### src/rtl/defines.svh
// Shared bus-width and instruction macros for the instruction-fetch slice.
//   AXI_ADDR_BUS : packed range of an AXI-lite address (32 bits)
//   AXI_DATA_BUS : packed range of an AXI-lite data word (32 bits)
//   INST_NOP     : canonical RISC-V NOP (addi x0, x0, 0)
`ifndef IFU_DEFINES_SVH
`define IFU_DEFINES_SVH
`define AXI_ADDR_BUS [31:0]
`define AXI_DATA_BUS [31:0]
`define INST_NOP 32'h0000_0013
`endif

### src/rtl/ifu_pkg.sv
// Package for the instruction-fetch unit.
// Holds the fetch FSM state type, the PC-update command type driven from
// the FSM into ifu_pc_gen, the AXI OKAY response code and the PC stride.
package ifu_pkg;

   typedef enum logic [2:0] {
      IDLE,
      AR,
      R,
      OUT,
      HALT
   } ifu_state_e;

   // Commands from the FSM to the PC generator, one per cycle.
   typedef enum logic [2:0] {
      PC_HOLD,
      PC_REDIRECT,
      PC_ADVANCE,
      PC_RESUME,
      PC_DEFER
   } pc_op_e;

   localparam logic [1:0]  AXI_RESP_OKAY = 2'b00;
   localparam logic [31:0] PC_STEP       = 32'd4;

   // Instructions are word aligned, so the low two bits of any new PC are dropped.
   function automatic logic [31:0] align_pc(input logic [31:0] addr);
      return {addr[31:2], 2'b00};
   endfunction

endpackage

### src/rtl/ifu_axil_master_if.sv
// AXI-lite bus between the instruction-fetch master and the instruction SRAM.
// Ports (per modport):
//   master : drives araddr/arvalid/rready and the tied-off write channels,
//            receives arready/rdata/rresp/rvalid and write responses.
//   slave  : the mirror image.
`include "defines.svh"

interface ifu_axil_master_if;

   logic `AXI_ADDR_BUS araddr;
   logic               arvalid;
   logic               arready;

   logic `AXI_DATA_BUS rdata;
   logic [1:0]         rresp;
   logic               rvalid;
   logic               rready;

   logic `AXI_ADDR_BUS awaddr;
   logic               awvalid;
   logic               awready;
   logic `AXI_DATA_BUS wdata;
   logic [3:0]         wstrb;
   logic               wvalid;
   logic               wready;
   logic [1:0]         bresp;
   logic               bvalid;
   logic               bready;

   modport master (
      output araddr, arvalid, rready,
      output awaddr, awvalid, wdata, wstrb, wvalid, bready,
      input  arready, rdata, rresp, rvalid,
      input  awready, wready, bresp, bvalid
   );

   modport slave (
      input  araddr, arvalid, rready,
      input  awaddr, awvalid, wdata, wstrb, wvalid, bready,
      output arready, rdata, rresp, rvalid,
      output awready, wready, bresp, bvalid
   );

endinterface

### src/rtl/ifu_pc_gen.sv
// PC generator for the fetch unit.
// Owns the fetch PC, the pending redirect target and the drop flag that marks
// the in-flight AXI read as stale.
// Ports:
//   clk, rst     : clock, synchronous active-high reset
//   op           : update command from the fetch FSM
//   redirect_pc  : redirect target (low two bits ignored)
//   pc           : address of the current/next fetch
//   drop         : the outstanding read belongs to a superseded PC
`include "defines.svh"

module ifu_pc_gen
   import ifu_pkg::*;
#(
   parameter logic [31:0] RESET_PC = 32'h8000_0000
) (
   input  logic               clk,
   input  logic               rst,
   input  pc_op_e             op,
   input  logic `AXI_ADDR_BUS redirect_pc,
   output logic `AXI_ADDR_BUS pc,
   output logic               drop
);

   logic `AXI_ADDR_BUS pend_pc;

   // A redirect arriving mid-transaction cannot move araddr, so it is parked
   // in pend_pc and applied when the stale response comes back (PC_RESUME).
   // A later redirect simply overwrites the parked target.
   always_ff @(posedge clk) begin
      if (rst) begin
         pc      <= RESET_PC;
         pend_pc <= '0;
         drop    <= 1'b0;
      end else begin
         case (op)
            PC_REDIRECT: begin
               pc   <= align_pc(redirect_pc);
               drop <= 1'b0;
            end
            PC_ADVANCE: pc <= pc + PC_STEP;
            PC_RESUME: begin
               pc   <= pend_pc;
               drop <= 1'b0;
            end
            PC_DEFER: begin
               pend_pc <= align_pc(redirect_pc);
               drop    <= 1'b1;
            end
            default: ;
         endcase
      end
   end

endmodule

### src/rtl/ifu_axil_master.sv
// Instruction-fetch AXI-lite master.
// Holds the PC, issues one AR read per instruction and presents
// {inst, inst_pc, fetch_err} to decode over a valid/ready handshake.
// Read-only, never more than one transaction in flight; PC redirects from
// execute take priority over everything else in the same cycle.
// Ports:
//   clk, rst                  : clock, synchronous active-high reset
//   redirect_valid/redirect_pc: one-cycle restart request and target
//   inst_valid/inst_ready     : decode handshake
//   inst, inst_pc, fetch_err  : fetched word, its address, error flag
//   bus                       : AXI-lite master (write channels tied off)
// Optional feature: define IFU_TIMEOUT_EN to abort a read after
// TIMEOUT_CYCLES cycles, present a NOP with fetch_err and then halt.
`include "defines.svh"

module ifu_axil_master
   import ifu_pkg::*;
#(
   parameter logic [31:0] RESET_PC       = 32'h8000_0000,
   parameter int          TIMEOUT_CYCLES = 256
) (
   input  logic               clk,
   input  logic               rst,
   input  logic               redirect_valid,
   input  logic `AXI_ADDR_BUS redirect_pc,
   output logic               inst_valid,
   input  logic               inst_ready,
   output logic `AXI_DATA_BUS inst,
   output logic `AXI_ADDR_BUS inst_pc,
   output logic               fetch_err,
   ifu_axil_master_if.master  bus
);

   ifu_state_e         state;
   logic               arvalid_q;
   logic               rready_q;
   logic `AXI_ADDR_BUS pc;
   logic               drop;
   pc_op_e             pc_op;
   logic               in_flight;
   logic               completion;
   logic               unused_inputs;

   ifu_pc_gen #(.RESET_PC(RESET_PC)) u_pc_gen (
      .clk         (clk),
      .rst         (rst),
      .op          (pc_op),
      .redirect_pc (redirect_pc),
      .pc          (pc),
      .drop        (drop)
   );

   assign bus.araddr  = pc;
   assign bus.arvalid = arvalid_q;
   assign bus.rready  = rready_q;
   assign bus.awaddr  = '0;
   assign bus.awvalid = 1'b0;
   assign bus.wdata   = '0;
   assign bus.wstrb   = '0;
   assign bus.wvalid  = 1'b0;
   assign bus.bready  = 1'b1;

   assign unused_inputs = &{1'b0, bus.awready, bus.wready, bus.bresp, bus.bvalid,
                            (TIMEOUT_CYCLES > 0)};

   // The slave may return R in the same cycle it accepts AR, so completion
   // is recognised in AR as well as in R.
   assign in_flight  = (state == AR) || (state == R);
   assign completion = ((state == AR) && bus.arready && bus.rvalid) ||
                       ((state == R) && bus.rvalid);

`ifdef IFU_TIMEOUT_EN
   localparam int TO_W = $clog2(TIMEOUT_CYCLES + 1);

   logic [TO_W-1:0] to_cnt;
   logic            timed_out;
   logic            timeout_hit;

   assign timeout_hit = in_flight && !completion && !redirect_valid &&
                        (to_cnt == TO_W'(TIMEOUT_CYCLES - 1));

   // Counts cycles of the current transaction; restarts whenever a new read
   // begins. timed_out steers the next decode handshake into HALT.
   always_ff @(posedge clk) begin
      if (rst) begin
         to_cnt    <= '0;
         timed_out <= 1'b0;
      end else begin
         if (!in_flight || completion) begin
            to_cnt <= '0;
         end else begin
            to_cnt <= to_cnt + 1'b1;
         end
         if (timeout_hit) begin
            timed_out <= 1'b1;
         end else if ((state == OUT) && redirect_valid) begin
            timed_out <= 1'b0;
         end
      end
   end
`endif

   // PC command selection: redirects win, a stale response restores the
   // parked target, and a decode handshake steps to the next word.
   always_comb begin
      pc_op = PC_HOLD;
      case (state)
         IDLE: if (redirect_valid) pc_op = PC_REDIRECT;
         AR, R: begin
            if (redirect_valid) begin
               pc_op = completion ? PC_REDIRECT : PC_DEFER;
            end else if (completion && drop) begin
               pc_op = PC_RESUME;
            end
         end
         OUT: begin
            if (redirect_valid) begin
               pc_op = PC_REDIRECT;
            end else if (inst_ready) begin
               pc_op = PC_ADVANCE;
            end
         end
         default: ;
      endcase
   end

   // Fetch FSM with registered AXI and decode outputs. A response that is
   // stale (drop) or overtaken by a same-cycle redirect is discarded and a
   // new read starts immediately from the updated PC.
   always_ff @(posedge clk) begin
      if (rst) begin
         state      <= IDLE;
         arvalid_q  <= 1'b0;
         rready_q   <= 1'b0;
         inst_valid <= 1'b0;
         inst       <= `INST_NOP;
         inst_pc    <= '0;
         fetch_err  <= 1'b0;
      end else begin
         case (state)
            IDLE: begin
               state     <= AR;
               arvalid_q <= 1'b1;
               rready_q  <= 1'b1;
            end
            AR, R: begin
               if (completion) begin
                  if (redirect_valid || drop) begin
                     state     <= AR;
                     arvalid_q <= 1'b1;
                     rready_q  <= 1'b1;
                  end else begin
                     state      <= OUT;
                     arvalid_q  <= 1'b0;
                     rready_q   <= 1'b0;
                     inst_valid <= 1'b1;
                     inst       <= bus.rdata;
                     inst_pc    <= pc;
                     fetch_err  <= (bus.rresp != AXI_RESP_OKAY);
                  end
`ifdef IFU_TIMEOUT_EN
               end else if (timeout_hit) begin
                  state      <= OUT;
                  arvalid_q  <= 1'b0;
                  rready_q   <= 1'b0;
                  inst_valid <= 1'b1;
                  inst       <= `INST_NOP;
                  inst_pc    <= pc;
                  fetch_err  <= 1'b1;
`endif
               end else if ((state == AR) && bus.arready) begin
                  state     <= R;
                  arvalid_q <= 1'b0;
               end
            end
            OUT: begin
               if (redirect_valid) begin
                  state      <= AR;
                  inst_valid <= 1'b0;
                  arvalid_q  <= 1'b1;
                  rready_q   <= 1'b1;
               end else if (inst_ready) begin
                  inst_valid <= 1'b0;
`ifdef IFU_TIMEOUT_EN
                  if (timed_out) begin
                     state     <= HALT;
                     arvalid_q <= 1'b0;
                     rready_q  <= 1'b1;
                  end else begin
                     state     <= AR;
                     arvalid_q <= 1'b1;
                     rready_q  <= 1'b1;
                  end
`else
                  state     <= AR;
                  arvalid_q <= 1'b1;
                  rready_q  <= 1'b1;
`endif
               end
            end
            HALT: ;
            default: state <= IDLE;
         endcase
      end
   end

endmodule

### src/flat_wrapper.sv
// flat-port wrapper written by rule: the top's interface ports become plain ports
module ifu_axil_master_flat import ifu_pkg::*;
#(
   parameter logic [31:0] RESET_PC       = 32'h8000_0000,
   parameter int          TIMEOUT_CYCLES = 256
)
  (clk, rst, redirect_valid, redirect_pc, inst_valid, inst_ready, inst, inst_pc, fetch_err, bus_araddr, bus_arvalid, bus_rready, bus_awaddr, bus_awvalid, bus_wdata, bus_wstrb, bus_wvalid, bus_bready, bus_arready, bus_rdata, bus_rresp, bus_rvalid, bus_awready, bus_wready, bus_bresp, bus_bvalid);
  ifu_axil_master_if bus_i ();
  input  logic clk;
  input  logic rst;
  input  logic redirect_valid;
  input  logic `AXI_ADDR_BUS redirect_pc;
  output logic inst_valid;
  input  logic inst_ready;
  output logic `AXI_DATA_BUS inst;
  output logic `AXI_ADDR_BUS inst_pc;
  output logic fetch_err;
  output wire logic [$bits(bus_i.araddr)-1:0] bus_araddr;
  output wire logic [$bits(bus_i.arvalid)-1:0] bus_arvalid;
  output wire logic [$bits(bus_i.rready)-1:0] bus_rready;
  output wire logic [$bits(bus_i.awaddr)-1:0] bus_awaddr;
  output wire logic [$bits(bus_i.awvalid)-1:0] bus_awvalid;
  output wire logic [$bits(bus_i.wdata)-1:0] bus_wdata;
  output wire logic [$bits(bus_i.wstrb)-1:0] bus_wstrb;
  output wire logic [$bits(bus_i.wvalid)-1:0] bus_wvalid;
  output wire logic [$bits(bus_i.bready)-1:0] bus_bready;
  input wire logic [$bits(bus_i.arready)-1:0] bus_arready;
  input wire logic [$bits(bus_i.rdata)-1:0] bus_rdata;
  input wire logic [$bits(bus_i.rresp)-1:0] bus_rresp;
  input wire logic [$bits(bus_i.rvalid)-1:0] bus_rvalid;
  input wire logic [$bits(bus_i.awready)-1:0] bus_awready;
  input wire logic [$bits(bus_i.wready)-1:0] bus_wready;
  input wire logic [$bits(bus_i.bresp)-1:0] bus_bresp;
  input wire logic [$bits(bus_i.bvalid)-1:0] bus_bvalid;
  assign bus_araddr = bus_i.araddr;
  assign bus_arvalid = bus_i.arvalid;
  assign bus_rready = bus_i.rready;
  assign bus_awaddr = bus_i.awaddr;
  assign bus_awvalid = bus_i.awvalid;
  assign bus_wdata = bus_i.wdata;
  assign bus_wstrb = bus_i.wstrb;
  assign bus_wvalid = bus_i.wvalid;
  assign bus_bready = bus_i.bready;
  assign bus_i.arready = bus_arready;
  assign bus_i.rdata = bus_rdata;
  assign bus_i.rresp = bus_rresp;
  assign bus_i.rvalid = bus_rvalid;
  assign bus_i.awready = bus_awready;
  assign bus_i.wready = bus_wready;
  assign bus_i.bresp = bus_bresp;
  assign bus_i.bvalid = bus_bvalid;
  ifu_axil_master #(.RESET_PC(RESET_PC), .TIMEOUT_CYCLES(TIMEOUT_CYCLES)) u_core (.clk(clk), .rst(rst), .redirect_valid(redirect_valid), .redirect_pc(redirect_pc), .inst_valid(inst_valid), .inst_ready(inst_ready), .inst(inst), .inst_pc(inst_pc), .fetch_err(fetch_err), .bus(bus_i));
endmodule
### config.mk
export PLATFORM = sky130hd
export DESIGN_NAME = ifu_axil_master_flat
export DESIGN_NICKNAME = d
export VERILOG_FILES = /design/src/rtl/ifu_pkg.sv /design/src/rtl/ifu_axil_master_if.sv /design/src/rtl/ifu_pc_gen.sv /design/src/rtl/ifu_axil_master.sv /design/src/flat_wrapper.sv
export VERILOG_INCLUDE_DIRS = /design/src /design/src/rtl
export SDC_FILE = /design/constraint.sdc
export NUM_CORES = 1
export LEC_CHECK = 0
export ABC_CLOCK_PERIOD_IN_PS = 4400
export BUFFER_PORTS_ARGS = -buffer_cell sky130_fd_sc_hd__buf_2
export CORE_AREA = 5 5 124 126
export DETAILED_ROUTE_END_ITERATION = 6
export DIE_AREA = 0 0 129 131
export PLACE_DENSITY = 0.76
export SLEW_MARGIN = 10
export SYNTH_ARGS = -nofsm -noshare
export SYNTH_HDL_FRONTEND = slang
export SYNTH_SLANG_ARGS = --single-unit
### constraint.sdc
create_clock -name clk -period 4.4 [get_ports clk]
set_clock_uncertainty 0.05 [all_clocks]
set_input_delay 0.44 -clock clk [delete_from_list [all_inputs] [get_ports clk]]
set_output_delay 0.44 -clock clk [all_outputs]
set_load 0.05 [all_outputs]
==> results.md <==
* Critical Path RT at ~4.7 ns
* Placed Cells at ~1.1k
* Rows at 44
* Post-CTS Resized at 0
* Placed Area at 0.00707 mm²
* Simple-gate share of the synthesized area at between 20% and 30%
* Slew HR at 42.6%
* Ant diodes at 0
* CP Launch Type: flip-flop
* Dpl ws at 1.43 ns
* Fin crit period at between 3 and 4 ns
* All-Layer GR Usage at 21.2%
* Crit path max fanout at 17
* Die Area at 0.0169 mm²
* Synth Area in Compound Gates at 19.6%
* Distinct cells, synth at 61
* Htree depth at 4
* Share of layout cells above drive strength 1 at between 20 and 25%
* PD cells at 634 mW/mm²
* Initial antenna violation count at 0
* First-pass iteration count of the detailed router at 5
* CP endpoint kind: flip-flop
* Cell accounting for the most synthesized area: dfxtp_1
* Final setup TNS at 0 ns
* P_leak at 3.34 nW
* Area fraction of the dominant cell type after synthesis at 39.9%
* Worst Setup SP: u_core.state[0]
* DR DRC count at 0
* IO Pins at 248
* Die X at roughly 130 µm
* Nets at approximately 1.1k
* WP data arrival at 3.33 ns
* Via-per-instance ratio at 5.25
* CTS tree: done
* Post-Route WL at 18.5 mm
* Crit path kind: reg -> reg
* Final RePlAce weighted congestion at 0.828
* Synth Instances at 837
* Adder-Cell Fraction of Synth Area at 1.12%
* Die H at 131 µm
* Number of synthesized flops with an enable pin at 0
* FF+latch count, synth at 129
* Final Cell Area at 0.00773 mm²
* I/O Buffers at roughly 170
* Final period util at 69.5%
* # setup viols final at 0
* HP Start: bus_rdata[4]
* Slew Viols, Final at 0
* FMAX at 327 MHz
* Commonest non-fill, non-tap cell in the layout: nand2_1
* Mapped Area at 0.00647 mm²
* Overflow after GRT at 0
* Worst hold slack at 0.181 ns
* Max VDD drop at 0.000322 V
* Core area at 0.0142 mm²
* Slew @ Worst Pin at between 0.8 and 0.9 ns
* Most frequent cells in the layout: nand2_1, buf_2, dfxtp_1
* WL per Instance at 15.8 µm
* Post-Synth XOR/XNOR Area at 0%
* Inserted Clock Buffers at 17
* Avg Inst Size Synth at just under 8 µm²
* Hold_buf cts at 0
* Ranking of synthesized cells by area: dfxtp_1, nand2_1, buf_4
* Vias at 6126
* MaxCap Viol Count at 0
* Synthesis-to-finish area growth at 19.4%
* First-pass GRT wire length at around 28 mm
* Clk pin slew, worst setup/hold paths at 0.06 ns
* Largest net degree at the start of global routing at 74
* CTS Buffer Depth at 2
* Asr flop ratio synth at 0%
* Post-layout worst setup margin at 1.34 ns
* Hold Fails Final Rpt at 0
* Initial DRC count at 509
* Number of synthesis warnings at 0
* Setup Buffers After CTS at 0
* Non-filler cells, final at 1166
* Status: finished, final reports clean
* HPWL Detailed at 12.7 mm
* Root Buffer: clkbuf_16
* Clock Latency Late Sink at about 0.42 ns
* Starting Density at 45.6%
* Vias in the first global route at 5347
* Register area share after synthesis at between 30% and 40%
* Reg-to-Reg Start: u_core.state[0]
* Combinational family with the most area after synthesis: simple AND/OR/NAND/NOR gates
* Top FF cell, synth: dfxtp_1
* Final ANT Viol Nets at 0
* Post-synthesis mux area share at 1.24%
* HP Class: in -> reg
* RSZ-0062 raised after global routing: false
* Clk sink count at 129
-- sequential cells by signal, summed over array words and instances (netlist names) --
| name | cells |
|---|---|
| u_core.inst | 32 |
| u_core.inst_valid | 1 |
| u_core.bus.rready | 1 |
| u_core.u_pc_gen.pend_pc | 30 |
| u_core.inst_pc | 30 |
| u_core.state | 2 |
| u_core.u_pc_gen.pc | 30 |
| u_core.bus.arvalid | 1 |
| u_core.fetch_err | 1 |
| u_core.u_pc_gen.drop | 1 |
-- power by group --
part | switching, mW | internal [mW]
combinational | 1.25 | 0.426
sequential | 0.289 | 1.37
clock | 0.533 | 1.04
-- Yosys cell counts, drive strengths merged (2+ instances only) --
cell type	number
conb	2
o211ai	7
and3b	2
a21oi	108
dfxtp	129
nand3	28
a211oi	3
and4	2
and2	10
ha	5
a41oi	3
o31a	2
a32o	8
nor3	9
o21ai	19
o311ai	7
nand4b	2
o32ai	11
nor3b	2
a31oi	8
inv	19
nor4	5
clkbuf	35
nor2	24
and3	15
mux2i	8
nand2	220
a221oi	5
a21o	3
nand4	15
buf	98
o41a	2
o211a	3
-- final cells by class --
class | count | area (µm²)
well taps | 184 | 230
repair buffers | 174 | 908
clock inverters | 12 | 206
flip-flops and latches | 129 | 2580
clock buffers | 19 | 453
inverters | 19 | 71.3
fillers | 1366 | 6470
multi-input cells | 629 | 3280
-- kinds of logic (layout without fill, tap and decap cells) --
| logic type | count (synthesis) | count (layout) |
|---|---|---|
| muxes | 8 | 8 |
| adders and majority gates | 6 | 6 |
| other | 2 | 75 |
| buffers and inverters | 152 | 224 |
| AOI/OAI and AO/OA | 200 | 200 |
| and+or+nand+nor | 340 | 340 |
| DFF | 129 | 129 |
-- path summary, 6_finish.rpt --
path                                          endpoint  slack, ns  cells after the start
worst max register to register  u_core.u_pc_gen.pc[16]       1.34                      7
worst min-delay path                    u_core.inst[4]       0.18                      3
worst min register to register         u_core.inst[22]       0.40                      2
worst max-delay path            u_core.u_pc_gen.pc[16]       1.34                      7
-- through the flow --
step / util (%) / power, mW
after floorplan: - / 2.97
after global placement: 49.8 / 3.32
after detailed placement: 49.8 / 3.35
after CTS: 54.4 / 4.93
after global routing: 54.4 / 5.15
final: 54.4 / 4.90
-- metal layers --
metal / share of wire [%] / up-vias / global-route usage [%]
li1: - / 3015 / -
met1: 43 / 2824 / 28.3
met2: 48 / 264 / 33.7
met3: 7.7 / 23 / 5.45
met4: 1.7 / 0 / 6.79
met5: 0 / - / 0
-- worst max-delay path, cell delays in order (launching register included) --
cell and delay [ns]:
dfxtp_1 0.39, inv_1 0.08, ha_1 0.45, nor2b_1 0.20, a222oi_1 0.60, or2_2 0.41
nand2_1 0.46, o21ai_0 0.32
Note: power is estimated with default switching activity, not from simulation.
